## src/rtl/serializer_arbiter_if.sv

```systemverilog
// Requester handshake and serial-frame signals for serializer_arbiter.
interface serializer_arbiter_if #(
  parameter int unsigned NUM_REQ = 4,
  parameter int unsigned DATA_W  = 4
);
  localparam int unsigned ID_W = (NUM_REQ > 1) ? $clog2(NUM_REQ) : 1;

  logic [NUM_REQ-1:0]        req_valid_i;
  logic [NUM_REQ*DATA_W-1:0] req_data_i;
  logic [NUM_REQ-1:0]        req_ready_o;
  logic                      serial_o;
  logic                      valid_o;
  logic                      sof_o;
  logic                      eof_o;
  logic [ID_W-1:0]           src_o;
  logic                      busy_o;

  modport master (
    output req_valid_i, req_data_i,
    input  req_ready_o, serial_o, valid_o, sof_o, eof_o, src_o, busy_o
  );

  modport slave (
    input  req_valid_i, req_data_i,
    output req_ready_o, serial_o, valid_o, sof_o, eof_o, src_o, busy_o
  );
endinterface

```

## src/rtl/serializer_arbiter.sv

```systemverilog
// Round-robin arbiter feeding a shared LSB-first serial channel, back-to-back frames.
// Define SER_PARITY_EN to append an even-parity bit to every frame.
module serializer_arbiter #(
  parameter int unsigned NUM_REQ = 4,
  parameter int unsigned DATA_W  = 4
) (
  input logic                 clk,
  input logic                 reset,
  serializer_arbiter_if.slave bus
);
  localparam int unsigned ID_W  = (NUM_REQ > 1) ? $clog2(NUM_REQ) : 1;
  localparam int unsigned CNT_W = $clog2(DATA_W + 1);
  localparam logic [CNT_W-1:0] LAST_CNT = CNT_W'(DATA_W - 1);

`ifdef SER_PARITY_EN
  typedef enum logic [1:0] {IDLE, SHIFT, PARITY} state_t;
`else
  typedef enum logic [1:0] {IDLE, SHIFT} state_t;
`endif

  state_t             state, state_n;
  logic [DATA_W-1:0]  sreg, sreg_n;
  logic [CNT_W-1:0]   cnt, cnt_n;
  logic [ID_W-1:0]    ptr, ptr_n;
  logic [ID_W-1:0]    src, src_n;
  logic               serial, serial_n;
  logic               valid, valid_n;
  logic               sof, sof_n;
  logic               eof, eof_n;
`ifdef SER_PARITY_EN
  logic               par, par_n;
`endif

  logic               found;
  logic [ID_W-1:0]    winner;
  logic [ID_W-1:0]    idx;
  logic [DATA_W-1:0]  word;
  logic               last_bit;
  logic               window;
  logic               accept;
  logic [NUM_REQ-1:0] ready_c;

  // Round-robin scan starting just after the last granted requester.
  always_comb begin
    found  = 1'b0;
    winner = '0;
    idx    = '0;
    for (int k = 1; k <= int'(NUM_REQ); k++) begin
      idx = ID_W'((int'(ptr) + k) % int'(NUM_REQ));
      if (!found && bus.req_valid_i[idx]) begin
        found  = 1'b1;
        winner = idx;
      end
    end
  end

  always_comb begin
    word = '0;
    for (int i = 0; i < int'(NUM_REQ); i++) begin
      if (ID_W'(i) == winner) word = bus.req_data_i[i*DATA_W +: DATA_W];
    end
  end

`ifdef SER_PARITY_EN
  assign last_bit = (state == PARITY);
`else
  assign last_bit = (state == SHIFT) && (cnt == LAST_CNT);
`endif

  // Reset closes the window so nothing is accepted while it is held.
  assign window = !reset && ((state == IDLE) || last_bit);
  assign accept = window && found;

  always_comb begin
    ready_c = '0;
    if (accept) ready_c[winner] = 1'b1;
  end

  assign bus.req_ready_o = ready_c;
  assign bus.serial_o    = serial;
  assign bus.valid_o     = valid;
  assign bus.sof_o       = sof;
  assign bus.eof_o       = eof;
  assign bus.src_o       = src;
  assign bus.busy_o      = valid;

  always_ff @(posedge clk) begin
    if (reset) begin
      state  <= IDLE;
      sreg   <= '0;
      cnt    <= '0;
      ptr    <= ID_W'(NUM_REQ - 1);
      src    <= '0;
      serial <= 1'b0;
      valid  <= 1'b0;
      sof    <= 1'b0;
      eof    <= 1'b0;
`ifdef SER_PARITY_EN
      par    <= 1'b0;
`endif
    end else begin
      state  <= state_n;
      sreg   <= sreg_n;
      cnt    <= cnt_n;
      ptr    <= ptr_n;
      src    <= src_n;
      serial <= serial_n;
      valid  <= valid_n;
      sof    <= sof_n;
      eof    <= eof_n;
`ifdef SER_PARITY_EN
      par    <= par_n;
`endif
    end
  end

  // Next-state and registered frame outputs; accept wins over end-of-frame.
  always_comb begin
    state_n  = state;
    sreg_n   = sreg;
    cnt_n    = cnt;
    ptr_n    = ptr;
    src_n    = src;
    serial_n = serial;
    valid_n  = valid;
    sof_n    = sof;
    eof_n    = eof;
`ifdef SER_PARITY_EN
    par_n    = par;
`endif
    if (accept) begin
      state_n  = SHIFT;
      sreg_n   = word;
      cnt_n    = '0;
      ptr_n    = winner;
      src_n    = winner;
      serial_n = word[0];
      valid_n  = 1'b1;
      sof_n    = 1'b1;
      eof_n    = 1'b0;
`ifdef SER_PARITY_EN
      par_n    = ^word;
`endif
    end else if (last_bit) begin
      state_n  = IDLE;
      sreg_n   = '0;
      cnt_n    = '0;
      serial_n = 1'b0;
      valid_n  = 1'b0;
      sof_n    = 1'b0;
      eof_n    = 1'b0;
    end else begin
      case (state)
        SHIFT: begin
          sof_n = 1'b0;
          cnt_n = CNT_W'(cnt + CNT_W'(1));
`ifdef SER_PARITY_EN
          if (cnt == LAST_CNT) begin
            state_n  = PARITY;
            serial_n = par;
            eof_n    = 1'b1;
          end else begin
            sreg_n   = sreg >> 1;
            serial_n = sreg[1];
            eof_n    = 1'b0;
          end
`else
          sreg_n   = sreg >> 1;
          serial_n = sreg[1];
          eof_n    = (cnt_n == LAST_CNT);
`endif
        end
        default: ;
      endcase
    end
  end
endmodule
```

## src/flat_wrapper.sv

```systemverilog
// flat-port wrapper written by rule: the top's interface ports become plain ports
module serializer_arbiter_flat 
#(
  parameter int unsigned NUM_REQ = 4,
  parameter int unsigned DATA_W  = 4
)
  (clk, reset, bus_req_valid_i, bus_req_data_i, bus_req_ready_o, bus_serial_o, bus_valid_o, bus_sof_o, bus_eof_o, bus_src_o, bus_busy_o);
  serializer_arbiter_if #(.NUM_REQ(NUM_REQ), .DATA_W(DATA_W)) bus_i ();
  input logic clk;
  input logic reset;
  input wire logic [$bits(bus_i.req_valid_i)-1:0] bus_req_valid_i;
  input wire logic [$bits(bus_i.req_data_i)-1:0] bus_req_data_i;
  output wire logic [$bits(bus_i.req_ready_o)-1:0] bus_req_ready_o;
  output wire logic [$bits(bus_i.serial_o)-1:0] bus_serial_o;
  output wire logic [$bits(bus_i.valid_o)-1:0] bus_valid_o;
  output wire logic [$bits(bus_i.sof_o)-1:0] bus_sof_o;
  output wire logic [$bits(bus_i.eof_o)-1:0] bus_eof_o;
  output wire logic [$bits(bus_i.src_o)-1:0] bus_src_o;
  output wire logic [$bits(bus_i.busy_o)-1:0] bus_busy_o;
  assign bus_i.req_valid_i = bus_req_valid_i;
  assign bus_i.req_data_i = bus_req_data_i;
  assign bus_req_ready_o = bus_i.req_ready_o;
  assign bus_serial_o = bus_i.serial_o;
  assign bus_valid_o = bus_i.valid_o;
  assign bus_sof_o = bus_i.sof_o;
  assign bus_eof_o = bus_i.eof_o;
  assign bus_src_o = bus_i.src_o;
  assign bus_busy_o = bus_i.busy_o;
  serializer_arbiter #(.NUM_REQ(NUM_REQ), .DATA_W(DATA_W)) u_core (.clk(clk), .reset(reset), .bus(bus_i));
endmodule
```

## config.mk

```make
export PLATFORM = sky130hd
export DESIGN_NAME = serializer_arbiter_flat
export DESIGN_NICKNAME = d
export VERILOG_FILES = /design/src/rtl/serializer_arbiter_if.sv /design/src/rtl/serializer_arbiter.sv /design/src/flat_wrapper.sv
export SDC_FILE = /design/constraint.sdc
export NUM_CORES = 1
export LEC_CHECK = 0
export BUFFER_PORTS_ARGS = -buffer_cell sky130_fd_sc_hd__buf_2
export CORE_UTILIZATION = 47
export DETAILED_ROUTE_END_ITERATION = 10
export PLACE_DENSITY = 0.75
export SLEW_MARGIN = 30
export SYNTH_ARGS = -nofsm -noshare
export SYNTH_HDL_FRONTEND = slang
export SYNTH_SLANG_ARGS = --single-unit
```

## constraint.sdc

```tcl
create_clock -name clk -period 2.24 [get_ports clk]
set_clock_uncertainty 0.1 [all_clocks]
set_input_delay 0.224 -clock clk [delete_from_list [all_inputs] [get_ports clk]]
set_output_delay 0.224 -clock clk [all_outputs]
set_load 0.03 [all_outputs]
```

* Word-level counts from Yosys, hierarchy flattened *
Index checks and enable logic that the tools add are counted.

word-level totals
  register bits = 16
  input bits = 22
  output and inout port bits = 11
  logic and storage cells = 78

cells by class
  add/subtract/negate cells = 5
  magnitude comparators = 6
  eq/ne operators = 5
  muxes and demuxes = 36
  reductions and logical operators = 17

operators with widths
  operator               count
  $mux W4                8
  $mux W1                19
  $lt A2 B3 Y1 const B   5
  $bmux W1 S2            4
  $mux W2                4
  $logic_and A1 B1 Y1    7
  $eq A3 B2 Y1 const B   2
  $add A2 B1 Y2 const B  2
  $add A2 B2 Y2 const B  2
  $eq A2 B2 Y1 const A   2
  $logic_not A1 Y1       4
  $logic_not A2 Y1       2
  $add A3 B1 Y3 const B  1
  $reduce_bool A3 Y1     1
  $reduce_or A3 Y1       1
  $demux W1 S2           1
  $eq A1 B2 Y1 const A   1
  $ge A2 B1 Y1 const B   1
  $reduce_bool A2 Y1     1
  $logic_or A1 B1 Y1     1

* Logic depth before layout (Yosys ltp) *
Gate-level depths: netlist (run 1).

  depth in word-level cells = 19
  depth in mapped cells = 7

* Worst setup path after synthesis (run 1) *
Ideal clock, no wire load.

  path kind = flip-flop to output port
  from = register u_core.cnt[0]
  to = output port bus_req_ready_o[2]
  arrival = 1,898 ps
  required time = 1,916 ps
  slack = 18 ps
  stages on the path, launching flop included = 7
  path through = dfxtp_1 > ha_1 > ha_1 > nor2b_4 > nor3_1 > nand3_1 > nor2_1

between the ends
  cells in the longest elaborated chain, start to end = 6

ends and longest elaborated chain
  what                    RTL line                   source
  start, declared         serializer_arbiter.sv:23   logic [CNT_W-1:0] cnt, cnt_n;
  start signal, assigned  serializer_arbiter.sv:104  cnt <= cnt_n;
  $eq A3 B2 Y1            serializer_arbiter.sv:67   assign last_bit = (state == SHIFT) && (cnt == LAST_CNT);
  $logic_and A1 B1 Y1     serializer_arbiter.sv:67
  $logic_or A1 B1 Y1      serializer_arbiter.sv:71   assign window = !reset && ((state == IDLE) || last_bit);
  $logic_and A1 B1 Y1     serializer_arbiter.sv:71
  $logic_and A1 B1 Y1     serializer_arbiter.sv:72   assign accept = window && found;
  $mux W4                 serializer_arbiter.sv:76   if (accept) ready_c[winner] = 1'b1;
  end, declared           flat_wrapper.sv:13         output wire logic [$bits(bus_i.req_ready_o)-1:0] bus_req_ready_o;

No other way between the ends.

* Worst setup path after layout (run 1) *
  from = register u_core.cnt[0]
  to = output port bus_req_ready_o[0]

The elaborated chain is that of the path after synthesis.

==> impl_metrics.json, run 1 <==
{
  "final.setup.tns_ns": 0,
  "synth_edf_count": 0,
  "routed_wire_length_per_instance_um": 13.03,
  "cts_num_sinks": 14,
  "max-slew-margin-rel_pct": 56.85,
  "post-route-worst-setup-slack_ns": 0.09173,
  "floorplan.initialDensity_pct": 49.96,
  "synth_top_area_share_pct": 32.84,
  "synth_top_cells_by_area": "sky130_fd_sc_hd__dfxtp_1, sky130_fd_sc_hd__a21oi_1, sky130_fd_sc_hd__nor2_1",
  "floorplan.die_area_um2": 1990,
  "post_synth_inst_count": 106,
  "grt_antenna_before_repair": 0,
  "status": "complete, no violations",
  "finalHoldViolations": 0,
  "die-width_um": 44.61,
  "max_cap_check_violation_count": 0,
  "die_h_um": 44.61,
  "final_max_slew_viol_count": 0,
  "cp-start-kind": "flop",
  "dpl.hpwl_um": 1576,
  "cts_setup_buffers": 0,
  "grt_first_pass_wirelength_um": 3215,
  "placed_cells_incl_taps": 161,
  "instances_no_fill": 165,
  "worstHoldPathType": "in -> reg",
  "stdcell_area_um2": 1087,
  "clk-insertion-delay-late_ns": 0.29,
  "share_of_flip_flops_with_an_asynchronous_set_or_reset_pct": 0,
  "cts_max_level": 1,
  "detail_route.wirelength_um": 2150,
  "drc": 0,
  "timing.final.setup_violations": 0,
  "number_of_filler_cells_placed_in_the_layout": 158,
  "synth_top_cell_by_area": "sky130_fd_sc_hd__dfxtp_1",
  "layout-area-overhead-vs-synth_pct": 27.42,
  "ys.warnings.count": 0,
  "gp_congestion": 0.8613,
  "dpl-instance-area_um2": 1027,
  "io-pin-count": 33,
  "io_buffers": 32,
  "synth.ff_latch_count": 14,
  "static-leakage-power_nw": 0.4970,
  "clk_root_buffer_cell": "sky130_fd_sc_hd__clkbuf_4",
  "worst-endpoint-required_ns": 1.92,
  "vdd_ir_drop_max_mv": 0.3497,
  "power.density_cell_area_nw_per_um2": 605.2,
  "timing.critical_path.arrival_ns": 1.82,
  "global_route.usage.total_pct": 21.92,
  "dominantRegCellSynth": "sky130_fd_sc_hd__dfxtp_1",
  "firstDrtPassIters": 4,
  "grt_overflow_total": 0,
  "synth-seq-area-share_pct": 32.84,
  "netlist_top_cells_count": "sky130_fd_sc_hd__dfxtp_1, sky130_fd_sc_hd__nor2_1, sky130_fd_sc_hd__a21oi_1, sky130_fd_sc_hd__inv_1, sky130_fd_sc_hd__nor3_1",
  "seqCellArea_um2": 280.3,
  "cp_max_fo": 6,
  "number_of_buffers_created_by_cts": 3,
  "fin_crit_sh_pct": 95.90,
  "hold_slack_ns": 0.1333,
  "pre_cts_ws_ns": 0.2423,
  "row_count": 15,
  "core_um2": 1708,
  "post_route_cells_drive_above_1_share_pct": 32.86,
  "synth_fp_nets": 131,
  "route.antenna.remaining_nets": 0,
  "grt_pass1_vias": 760,
  "worst_setup_hold_path_clk_slew_ns": 0.09,
  "nNetsFinal": 166,
  "post_synth.cell_area_avg_um2": 8.050,
  "fmax_mhz": 465.5,
  "yosys.cell_types.count": 32,
  "criticalPathCategory": "reg -> out",
  "setup.worst_path.end_class": "output port",
  "cts_tree": "done",
  "final.min_clock_period_ns": 2.148,
  "syn-cell-area_um2": 853.3,
  "cts-root-to-sink-buffers": 2,
  "drt_initial_violations": 14,
  "rsz0062_at_grt": "yes",
  "via_count": 928,
  "antenna_cells": 0,
  "multiInputGateArea_um2": 544.3,
  "timing_worst_slew_pin_value_ns": 0.6414,
  "via_per_inst": 5.624,
  "pin_count_of_the_biggest_net_entering_global_routing": 15
}
-- area by class of cell --
| class | count | area share, % |
|---|---|---|
| multi-input cells | 83 | 50.06 |
| inverters | 6 | 2.071 |
| clock buffers | 4 | 3.337 |
| well taps | 25 | 2.877 |
| repair buffers | 33 | 15.88 |
| flip-flops and latches | 14 | 25.78 |
-- state kept, by name, indices dropped and copies added, names as in the netlist --
| register | cells |
|---|---|
| u_core.sreg | 4 |
| u_core.cnt | 3 |
| u_core.bus.src_o | 2 |
| u_core.ptr | 2 |
| u_core.bus.busy_o | 1 |
| u_core.bus.eof_o | 1 |
| u_core.bus.sof_o | 1 |
-- metal layers --
layer	track usage [%]	vias up	part of all wire [%]
met3	2.857	3	6.2
met4	9.697	0	1.3
li1	-	457	-
met2	36.76	40	49
met1	27.93	428	43
met5	0	-	0
-- worst max-delay path, cell delays in order, from the launching register on --
cell,delay (ns)
sky130_fd_sc_hd__dfxtp_1,0.38
sky130_fd_sc_hd__ha_1,0.17
sky130_fd_sc_hd__ha_1,0.20
sky130_fd_sc_hd__nor2b_4,0.07
sky130_fd_sc_hd__nor3_4,0.18
sky130_fd_sc_hd__buf_4,0.17
sky130_fd_sc_hd__nand2_1,0.06
sky130_fd_sc_hd__nor2_1,0.08
sky130_fd_sc_hd__buf_2,0.21
-- where the power goes --
part	internal, W	switching [W]
clock	0.0000992	0.0000902
combinational	0.0000724	0.000110
sequential	0.000270	0.0000165
-- logic make-up after synthesis --
family	count (synthesis)	synth area share (%)
flops	14	32.84
fa+ha+maj	3	4.399
buf+inv	9	5.571
simple gates	45	29.18
compound gates	32	24.49
mux	3	3.519
-- placed cells by master (no fill, tap or decap), types with 2 or more instances in the layout --
cell                       Yosys  routed
sky130_fd_sc_hd__inv_1         6       6
sky130_fd_sc_hd__and4_1        2       2
sky130_fd_sc_hd__or3_1         3       3
sky130_fd_sc_hd__nand3_1       4       3
sky130_fd_sc_hd__mux2i_1       3       3
sky130_fd_sc_hd__ha_1          3       3
sky130_fd_sc_hd__o21ai_0       5       5
sky130_fd_sc_hd__a31oi_1       3       3
sky130_fd_sc_hd__nand2b_1      4       4
sky130_fd_sc_hd__nor3_1        6       5
sky130_fd_sc_hd__and3_1        3       3
sky130_fd_sc_hd__o211ai_1      4       4
sky130_fd_sc_hd__a21oi_1      11      11
sky130_fd_sc_hd__a211oi_1      2       2
sky130_fd_sc_hd__nand2_1       3       3
sky130_fd_sc_hd__or2b_2        2       2
sky130_fd_sc_hd__nor2_1       14      13
sky130_fd_sc_hd__clkbuf_4      0       5
sky130_fd_sc_hd__dfxtp_1      14      14
sky130_fd_sc_hd__buf_2         1      30
-- final timing paths --
kind	from	to	slack, ns	cells after the start
worst min register to register	u_core.bus.sof_o$_SDFFE_PP0P_	u_core.bus.sof_o$_SDFFE_PP0P_	0.38	2
worst min-delay path	bus_req_data_i[10]	u_core.sreg[2]$_SDFFE_PP0P_	0.13	3
worst max-delay path	u_core.cnt[0]$_SDFFE_PP0P_	bus_req_ready_o[0]	0.09	8
worst max register to register	u_core.cnt[0]$_SDFFE_PP0P_	u_core.sreg[1]$_SDFFE_PP0P_	0.25	7
-- what timing repair did --
item,4_1_cts,5_1_grt
pin swaps,0,1
gates resized for setup,2,4
hold buffers,0,0
endpoints found under the setup margin,2,4
-- stage by stage --
| step | util [%] | total power, W |
|---|---|---|
| global route | 63.66 | 0.0006858 |
| detailed placement | 60.15 | 0.0004661 |
| global placement | 60.15 | 0.0004602 |
| CTS | 62.86 | 0.0006543 |
| floorplan | - | 0.0004105 |
| finish | 63.66 | 0.0006580 |
(Power assumes the default switching activity.)
==> run 2, diff against run 1 <==
--- a/config.mk
+++ b/config.mk
@@ -5,10 +5,11 @@
 export SDC_FILE = /design/constraint.sdc
 export NUM_CORES = 1
 export LEC_CHECK = 0
+export ABC_AREA = 1
 export BUFFER_PORTS_ARGS = -buffer_cell sky130_fd_sc_hd__buf_2
-export CORE_UTILIZATION = 47
+export CORE_UTILIZATION = 52
 export DETAILED_ROUTE_END_ITERATION = 10
-export PLACE_DENSITY = 0.75
+export PLACE_DENSITY = 0.78
 export SLEW_MARGIN = 30
 export SYNTH_ARGS = -nofsm -noshare
 export SYNTH_HDL_FRONTEND = slang
==> impl_metrics.json, run 2 <==
{
  "die_h_um": 49.71,
  "static-leakage-power_nw": 0.8419,
  "floorplan.die_area_um2": 2471,
  "drt_initial_violations": 28,
  "die-width_um": 49.71,
  "post_synth_inst_count": 173,
  "status": "finished with violations",
  "violations": "negative setup slack",
  "cp_max_fo": 6,
  "worst_r2r_endpoint": "u_core.sreg[0]$_SDFFE_PP0P_",
  "synthAdderAreaFrac_pct": 3.171,
  "timing.final.setup_violations": 4,
  "cp-start-kind": "flop",
  "antenna_cells": 0,
  "vdd_ir_drop_max_mv": 1.586,
  "synth.ff_latch_count": 14,
  "layout.core_utilization_pct": 79.23,
  "grt_first_pass_wirelength_um": 4326,
  "cts_num_sinks": 14,
  "cts_max_level": 1,
  "netlist_top_cells_count": "sky130_fd_sc_hd__nand2_1, sky130_fd_sc_hd__nand3_1, sky130_fd_sc_hd__nand2_2, sky130_fd_sc_hd__dfxtp_1, sky130_fd_sc_hd__inv_1",
  "via_per_inst": 5.155,
  "routed_wire_length_per_instance_um": 12.06,
  "share_of_flip_flops_with_an_asynchronous_set_or_reset_pct": 0,
  "floorplan.initialDensity_pct": 57.97,
  "top_register": "u_core.sreg",
  "core_um2": 2042,
  "firstDrtPassIters": 4,
  "syn-cell-area_um2": 1184,
  "synth.most_common_cell": "sky130_fd_sc_hd__nand2_1",
  "finalHoldViolations": 0,
  "critPathCapture": "bus_req_ready_o[3]",
  "clk_root_buffer_cell": "sky130_fd_sc_hd__clkbuf_4",
  "worstHoldPathType": "in -> reg",
  "yosys.cell_types.count": 29,
  "via_count": 1263,
  "max_cap_check_violation_count": 0,
  "synth_fp_nets": 198,
  "final.setup.tns_ns": -0.1870,
  "timing.critical_path.arrival_ns": 1.98,
  "grt_pass1_vias": 1052,
  "synth_top_cells_by_area": "sky130_fd_sc_hd__dfxtp_1, sky130_fd_sc_hd__nand2_1, sky130_fd_sc_hd__nand2_2",
  "regToRegStartpoint": "u_core.ptr[0]$_SDFFE_PP1P_",
  "setup.worst_path.end_class": "output port",
  "synth-seq-area-share_pct": 23.68,
  "timing_worst_slew_pin_value_ns": 0.3443,
  "timing.reg2reg.worst_path_depth": 14,
  "largest_registers": "u_core.sreg x4, u_core.cnt x3",
  "ys.warnings.count": 0,
  "drc": 0,
  "criticalPathCategory": "reg -> out",
  "cts-root-to-sink-buffers": 2,
  "worst_setup_hold_path_clk_slew_ns": 0.08,
  "fin_crit_sh_pct": 102.9,
  "post-route-worst-setup-slack_ns": -0.06394,
  "synth_top_family_by_area": "simple AND/OR/NAND/NOR gates",
  "max-slew-margin-rel_pct": 77.01,
  "synth_simple_gate_area_share_pct": 49.37,
  "nNetsFinal": 245,
  "worst-endpoint-required_ns": 1.92,
  "layout.cells.most_common": "sky130_fd_sc_hd__nand2_1",
  "clk-insertion-delay-late_ns": 0.28,
  "cts_tree": "done",
  "synth_top_cell_by_area": "sky130_fd_sc_hd__dfxtp_1",
  "count_of_hold_fix_buffers_inserted_at_cts": 0,
  "detail_route.wirelength_um": 2954,
  "startpoint": "u_core.ptr[0]$_SDFFE_PP1P_",
  "pin_count_of_the_biggest_net_entering_global_routing": 11,
  "post_synth.cell_area_avg_um2": 6.842,
  "final_max_slew_viol_count": 0,
  "number_of_filler_cells_placed_in_the_layout": 157,
  "gp_congestion": 0.8692,
  "global_route.usage.total_pct": 22.26,
  "row_count": 16,
  "worst-r2r-setup-slack_ns": 0.10,
  "yosys-mux-area-fraction_pct": 0,
  "synth_top_area_share_pct": 23.68,
  "io_buffers": 32,
  "io-pin-count": 33,
  "number_of_buffers_created_by_cts": 3,
  "final.min_clock_period_ns": 2.304,
  "rsz0062_at_grt": "yes",
  "fmax_mhz": 434.0,
  "grt_overflow_total": 0,
  "power.density_cell_area_nw_per_um2": 1753,
  "route.antenna.remaining_nets": 0,
  "pre_cts_ws_ns": 0.1803,
  "grt_antenna_before_repair": 0,
  "largest_register_ffs": 4,
  "synth_compound_gate_area_share_pct": 13.85,
  "most-common-layout-cells": "sky130_fd_sc_hd__nand2_1, sky130_fd_sc_hd__buf_2, sky130_fd_sc_hd__nand2_4",
  "layout-area-overhead-vs-synth_pct": 36.68,
  "dominantRegCellSynth": "sky130_fd_sc_hd__dfxtp_1",
  "synth-xor-area-share_pct": 0,
  "post_route_cells_drive_above_1_share_pct": 47.71,
  "synth_edf_count": 0,
  "dpl.hpwl_um": 1995
}
## run 2: cell types whose count changed in the layout (fill, tap and decap cells not counted), moves of 7 or more
cell	before	now
sky130_fd_sc_hd__nand2_1	3	36
sky130_fd_sc_hd__nand3_1	3	17
sky130_fd_sc_hd__nand2_4	0	18
sky130_fd_sc_hd__nand2_2	0	14
sky130_fd_sc_hd__buf_4	1	12
sky130_fd_sc_hd__inv_1	6	13
sky130_fd_sc_hd__nor2_1	13	6
## run 2: layer usage
metal  track usage (%)  vias up  wire length, um
met5                 0        -                0
met4             5.714        0               36
met3             3.704        5              128
met2             34.46       43             1394
met1             31.70      567             1395
li1                  -      648                -
## run 2: repair_timing
action,4_1_cts,5_1_grt
resized for setup,8,25
cloned,0,2
endpoints found under the setup margin,4,5
setup buffers,1,9
pin swaps,1,23
## run 2: how the worst min path moves through the flow
stage,startpoint,end,cells after the start,slack [ns]
finish,reset,u_core.sreg[3]$_SDFFE_PP0P_,2,0.07
global route,reset,u_core.sreg[3]$_SDFFE_PP0P_,2,0.08
CTS,reset,u_core.sreg[3]$_SDFFE_PP0P_,2,0.06
detailed placement,u_core.bus.eof_o$_SDFFE_PP0P_,u_core.bus.eof_o$_SDFFE_PP0P_,2,0.36
global placement,u_core.bus.eof_o$_SDFFE_PP0P_,u_core.bus.eof_o$_SDFFE_PP0P_,2,0.35
floorplan,reset,u_core.sreg[3]$_SDFFE_PP0P_,1,0.19
## run 2: per-stage QoR
step | hold WS, ns | instance area (um2) | cells | power [W]
after floorplan | 0.1864 | 1184 | 173 | 0.001869
after global placement | 0.3499 | 1378 | 230 | 0.002134
after detailed placement | 0.3598 | 1378 | 230 | 0.002173
after CTS | 0.06148 | 1428 | 234 | 0.002385
after global routing | 0.07715 | 1618 | 245 | 0.003045
final | 0.07169 | 1618 | 245 | 0.002836
## run 2: cell families (layout without fill, tap and decap cells)
kind of cell | count (synthesis) | in the layout
compound gates | 28 | 28
fa+ha+maj | 3 | 3
simple gates | 104 | 104
buf+inv | 24 | 69
flops | 14 | 14
## run 2: power breakdown
group | switching, W | total [W] | leakage [nW] | internal (W)
combinational | 0.00140 | 0.00228 | 0.712 | 0.000882
sequential | 0.0000803 | 0.000418 | 0.116 | 0.000337
clock | 0.0000778 | 0.000140 | 0.0138 | 0.0000625
total | 0.00155 | 0.00284 | 0.842 | 0.00128
## run 2: worst max-delay path: stages, from the launching register on
cell and delay, ns:
sky130_fd_sc_hd__dfxtp_4 0.37, sky130_fd_sc_hd__buf_12 0.14, sky130_fd_sc_hd__inv_6 0.05, sky130_fd_sc_hd__nand2_2 0.07, sky130_fd_sc_hd__nand2_4 0.07, sky130_fd_sc_hd__nand2_4 0.07, sky130_fd_sc_hd__nand2_4 0.07, sky130_fd_sc_hd__nor2_8 0.16
sky130_fd_sc_hd__nand2_4 0.07, sky130_fd_sc_hd__a21oi_4 0.25, sky130_fd_sc_hd__nand2_4 0.10, sky130_fd_sc_hd__nor2_2 0.12, sky130_fd_sc_hd__buf_6 0.15
## run 2: area by class of cell
type                       count  area (um2)  area share, %
clock buffer                   3       22.52          1.392
sequential                    14       287.8          17.79
multi-input combinational    135       872.1          53.91
inverter                      20       90.09          5.568
timing repair inverter         1       8.758         0.5414
timing repair buffer          45       302.8          18.72
tap                           27       33.78          2.088
==> run 3, diff against run 2 <==
--- a/config.mk
+++ b/config.mk
@@ -7,9 +7,9 @@
 export LEC_CHECK = 0
 export ABC_AREA = 1
 export BUFFER_PORTS_ARGS = -buffer_cell sky130_fd_sc_hd__buf_2
-export CORE_UTILIZATION = 52
+export CORE_UTILIZATION = 55
 export DETAILED_ROUTE_END_ITERATION = 10
-export PLACE_DENSITY = 0.78
+export PLACE_DENSITY = 0.81
 export SLEW_MARGIN = 30
 export SYNTH_ARGS = -nofsm -noshare
 export SYNTH_HDL_FRONTEND = slang
==> constraint.sdc (replaced) <==
create_clock -name clk -period 2.9 [get_ports clk]
set_clock_uncertainty 0.1 [all_clocks]
set_input_delay 0.29 -clock clk [delete_from_list [all_inputs] [get_ports clk]]
set_output_delay 0.29 -clock clk [all_outputs]
set_load 0.03 [all_outputs]
==> impl_metrics.json, run 3 (synthesized netlist as in run 2, its figures left out) <==
{
  "status": "complete, no violations",
  "global_route.usage.total_pct": 23.04,
  "seqCellArea_um2": 281.5,
  "fin_crit_sh_pct": 85.32,
  "gp_congestion": 0.8593,
  "timing_worst_slew_pin_value_ns": 0.3850,
  "fmax_mhz": 404.2,
  "finalHoldViolations": 0,
  "cell_type_with_the_highest_occurrence_count_on_the_critical_path": "sky130_fd_sc_hd__nand2_1",
  "final_max_slew_viol_count": 0,
  "number_of_filler_cells_placed_in_the_layout": 184,
  "timing.reg2reg.worst_path_depth": 10,
  "criticalPathCategory": "reg -> out",
  "firstDrtPassIters": 4,
  "worstHoldPathType": "in -> reg",
  "final.setup.tns_ns": 0,
  "cts_max_level": 1,
  "max-slew-margin-rel_pct": 74.24,
  "core_um2": 2002,
  "worst_r2r_endpoint": "u_core.sreg[0]$_SDFFE_PP0P_",
  "regToRegStartpoint": "u_core.ptr[0]$_SDFFE_PP1P_",
  "antenna_cells": 0,
  "nNetsFinal": 231,
  "totalPowerFinal_w": 0.001755,
  "pin_count_of_the_biggest_net_entering_global_routing": 11,
  "hold-path-cell-count": 2,
  "vdd_ir_drop_max_mv": 0.9612,
  "layout.cells.most_common": "sky130_fd_sc_hd__nand2_1",
  "timing.critical_path.arrival_ns": 2.08,
  "power.density_cell_area_nw_per_um2": 1277,
  "timing.final.setup_violations": 0,
  "grt_pass1_vias": 1056,
  "dpl.hpwl_um": 2007,
  "clk-insertion-delay-late_ns": 0.27,
  "io-pin-count": 33,
  "cts_setup_buffers": 0,
  "worst_setup_hold_path_clk_slew_ns": 0.07,
  "setup.worst_path.end_class": "output port",
  "post_route_cells_drive_above_1_share_pct": 37.25,
  "sequence_of_cells_on_the_critical_path": "nand2_1, nand3_1, nand2_1, o21ai_2, nand2_2, a21oi_4, nand2_4, nor2_1, buf_2",
  "cts_resized": 0,
  "cts_num_sinks": 14,
  "cts_tree": "done",
  "die-width_um": 48.39,
  "via_count": 1180,
  "layout-area-overhead-vs-synth_pct": 16.07,
  "largest_registers": "u_core.sreg x4, u_core.cnt x3",
  "cts-root-to-sink-buffers": 2,
  "static-leakage-power_nw": 0.7204,
  "multiInputGateArea_um2": 785.8,
  "clk_root_buffer_cell": "sky130_fd_sc_hd__clkbuf_4",
  "worst-endpoint-required_ns": 2.51,
  "routed_wire_length_per_instance_um": 10.77,
  "via_per_inst": 5.108,
  "drt_initial_violations": 33,
  "most-common-layout-cells": "sky130_fd_sc_hd__nand2_1, sky130_fd_sc_hd__buf_2, sky130_fd_sc_hd__nand3_1",
  "max_cap_check_violation_count": 0,
  "count_of_hold_fix_buffers_inserted_at_cts": 0,
  "floorplan.die_area_um2": 2342,
  "largest_register_ffs": 4,
  "crit_path_max_incr_delay_ns": 0.50,
  "floorplan.initialDensity_pct": 59.12,
  "grt_overflow_total": 0,
  "worst_hold_path_endpoint": "u_core.sreg[3]$_SDFFE_PP0P_",
  "final.min_clock_period_ns": 2.474,
  "grt_antenna_before_repair": 0,
  "grt_first_pass_wirelength_um": 4257,
  "route.antenna.remaining_nets": 0,
  "number_of_buffers_created_by_cts": 3,
  "drc": 0,
  "detail_route.wirelength_um": 2488,
  "io_buffers": 32,
  "top_register": "u_core.sreg",
  "cp-start-kind": "flop",
  "cp_max_fo": 10,
  "worst-r2r-setup-slack_ns": 0.82,
  "die_h_um": 48.39,
  "timing.hold.worst.start": "reset",
  "crit_slowest_cell": "sky130_fd_sc_hd__dfxtp_2",
  "row_count": 16,
  "rsz0062_at_grt": "no"
}
[run 3: worst max-delay path by stage]
stage / from / endpoint / slack (ns) / depth (start not counted)
CTS: u_core.ptr[0]$_SDFFE_PP1P_ / bus_req_ready_o[3] / 0.20 / 9
global placement: u_core.ptr[0]$_SDFFE_PP1P_ / bus_req_ready_o[3] / 0.58 / 9
floorplan: u_core.ptr[1]$_SDFFE_PP1P_ / bus_req_ready_o[0] / 0.62 / 12
global route: u_core.ptr[1]$_SDFFE_PP1P_ / bus_req_ready_o[0] / 0.21 / 11
finish: u_core.ptr[0]$_SDFFE_PP1P_ / bus_req_ready_o[3] / 0.43 / 9
detailed placement: u_core.ptr[0]$_SDFFE_PP1P_ / bus_req_ready_o[3] / 0.53 / 9
[run 3: cell type report]
class,instances,area share (%)
multi-input cells,135,57.19
flip-flops and latches,14,20.49
repair buffers,32,11.66
inverters,20,6.557
well taps,27,2.459
clock buffers,3,1.639
[run 3: per-stage QoR]
| step | utilization (%) | std cells | worst slack, ns | instance area (um2) | hold slack [ns] |
|---|---|---|---|---|---|
| floorplan | - | 173 | 0.6183 | 1184 | 0.2524 |
| global placement | 67.44 | 228 | 0.5835 | 1350 | 0.3506 |
| detailed placement | 67.44 | 228 | 0.5344 | 1350 | 0.3609 |
| CTS | 68.56 | 231 | 0.2008 | 1373 | 0.1400 |
| global route | 68.63 | 231 | 0.2080 | 1374 | 0.1450 |
| finish | 68.63 | 231 | 0.4258 | 1374 | 0.1546 |
[run 3: worst max-delay path, delay by kind of cell (launching register included)]
kind,cells,cell delay (ns)
compound gates,2,0.43
buf+inv,1,0.20
flops,1,0.50
simple gates,6,0.68
[run 3: layer usage]
metal | vias to the layer above | part of all wire (%) | track usage (%)
met5 | - | 0 | 0
met4 | 0 | 0.32 | 5.882
met3 | 2 | 6.1 | 5.346
met2 | 51 | 49 | 41.55
met1 | 514 | 44 | 27.34
li1 | 613 | - | -
[run 3: report_power, final]
| group | total, W | switching, W | internal, W | leakage (nW) |
|---|---|---|---|---|
| clock | 0.000105 | 0.0000565 | 0.0000481 | 0.0138 |
| combinational | 0.00132 | 0.000880 | 0.000439 | 0.591 |
| sequential | 0.000332 | 0.0000779 | 0.000254 | 0.115 |
| total | 0.00175 | 0.00101 | 0.000741 | 0.720 |
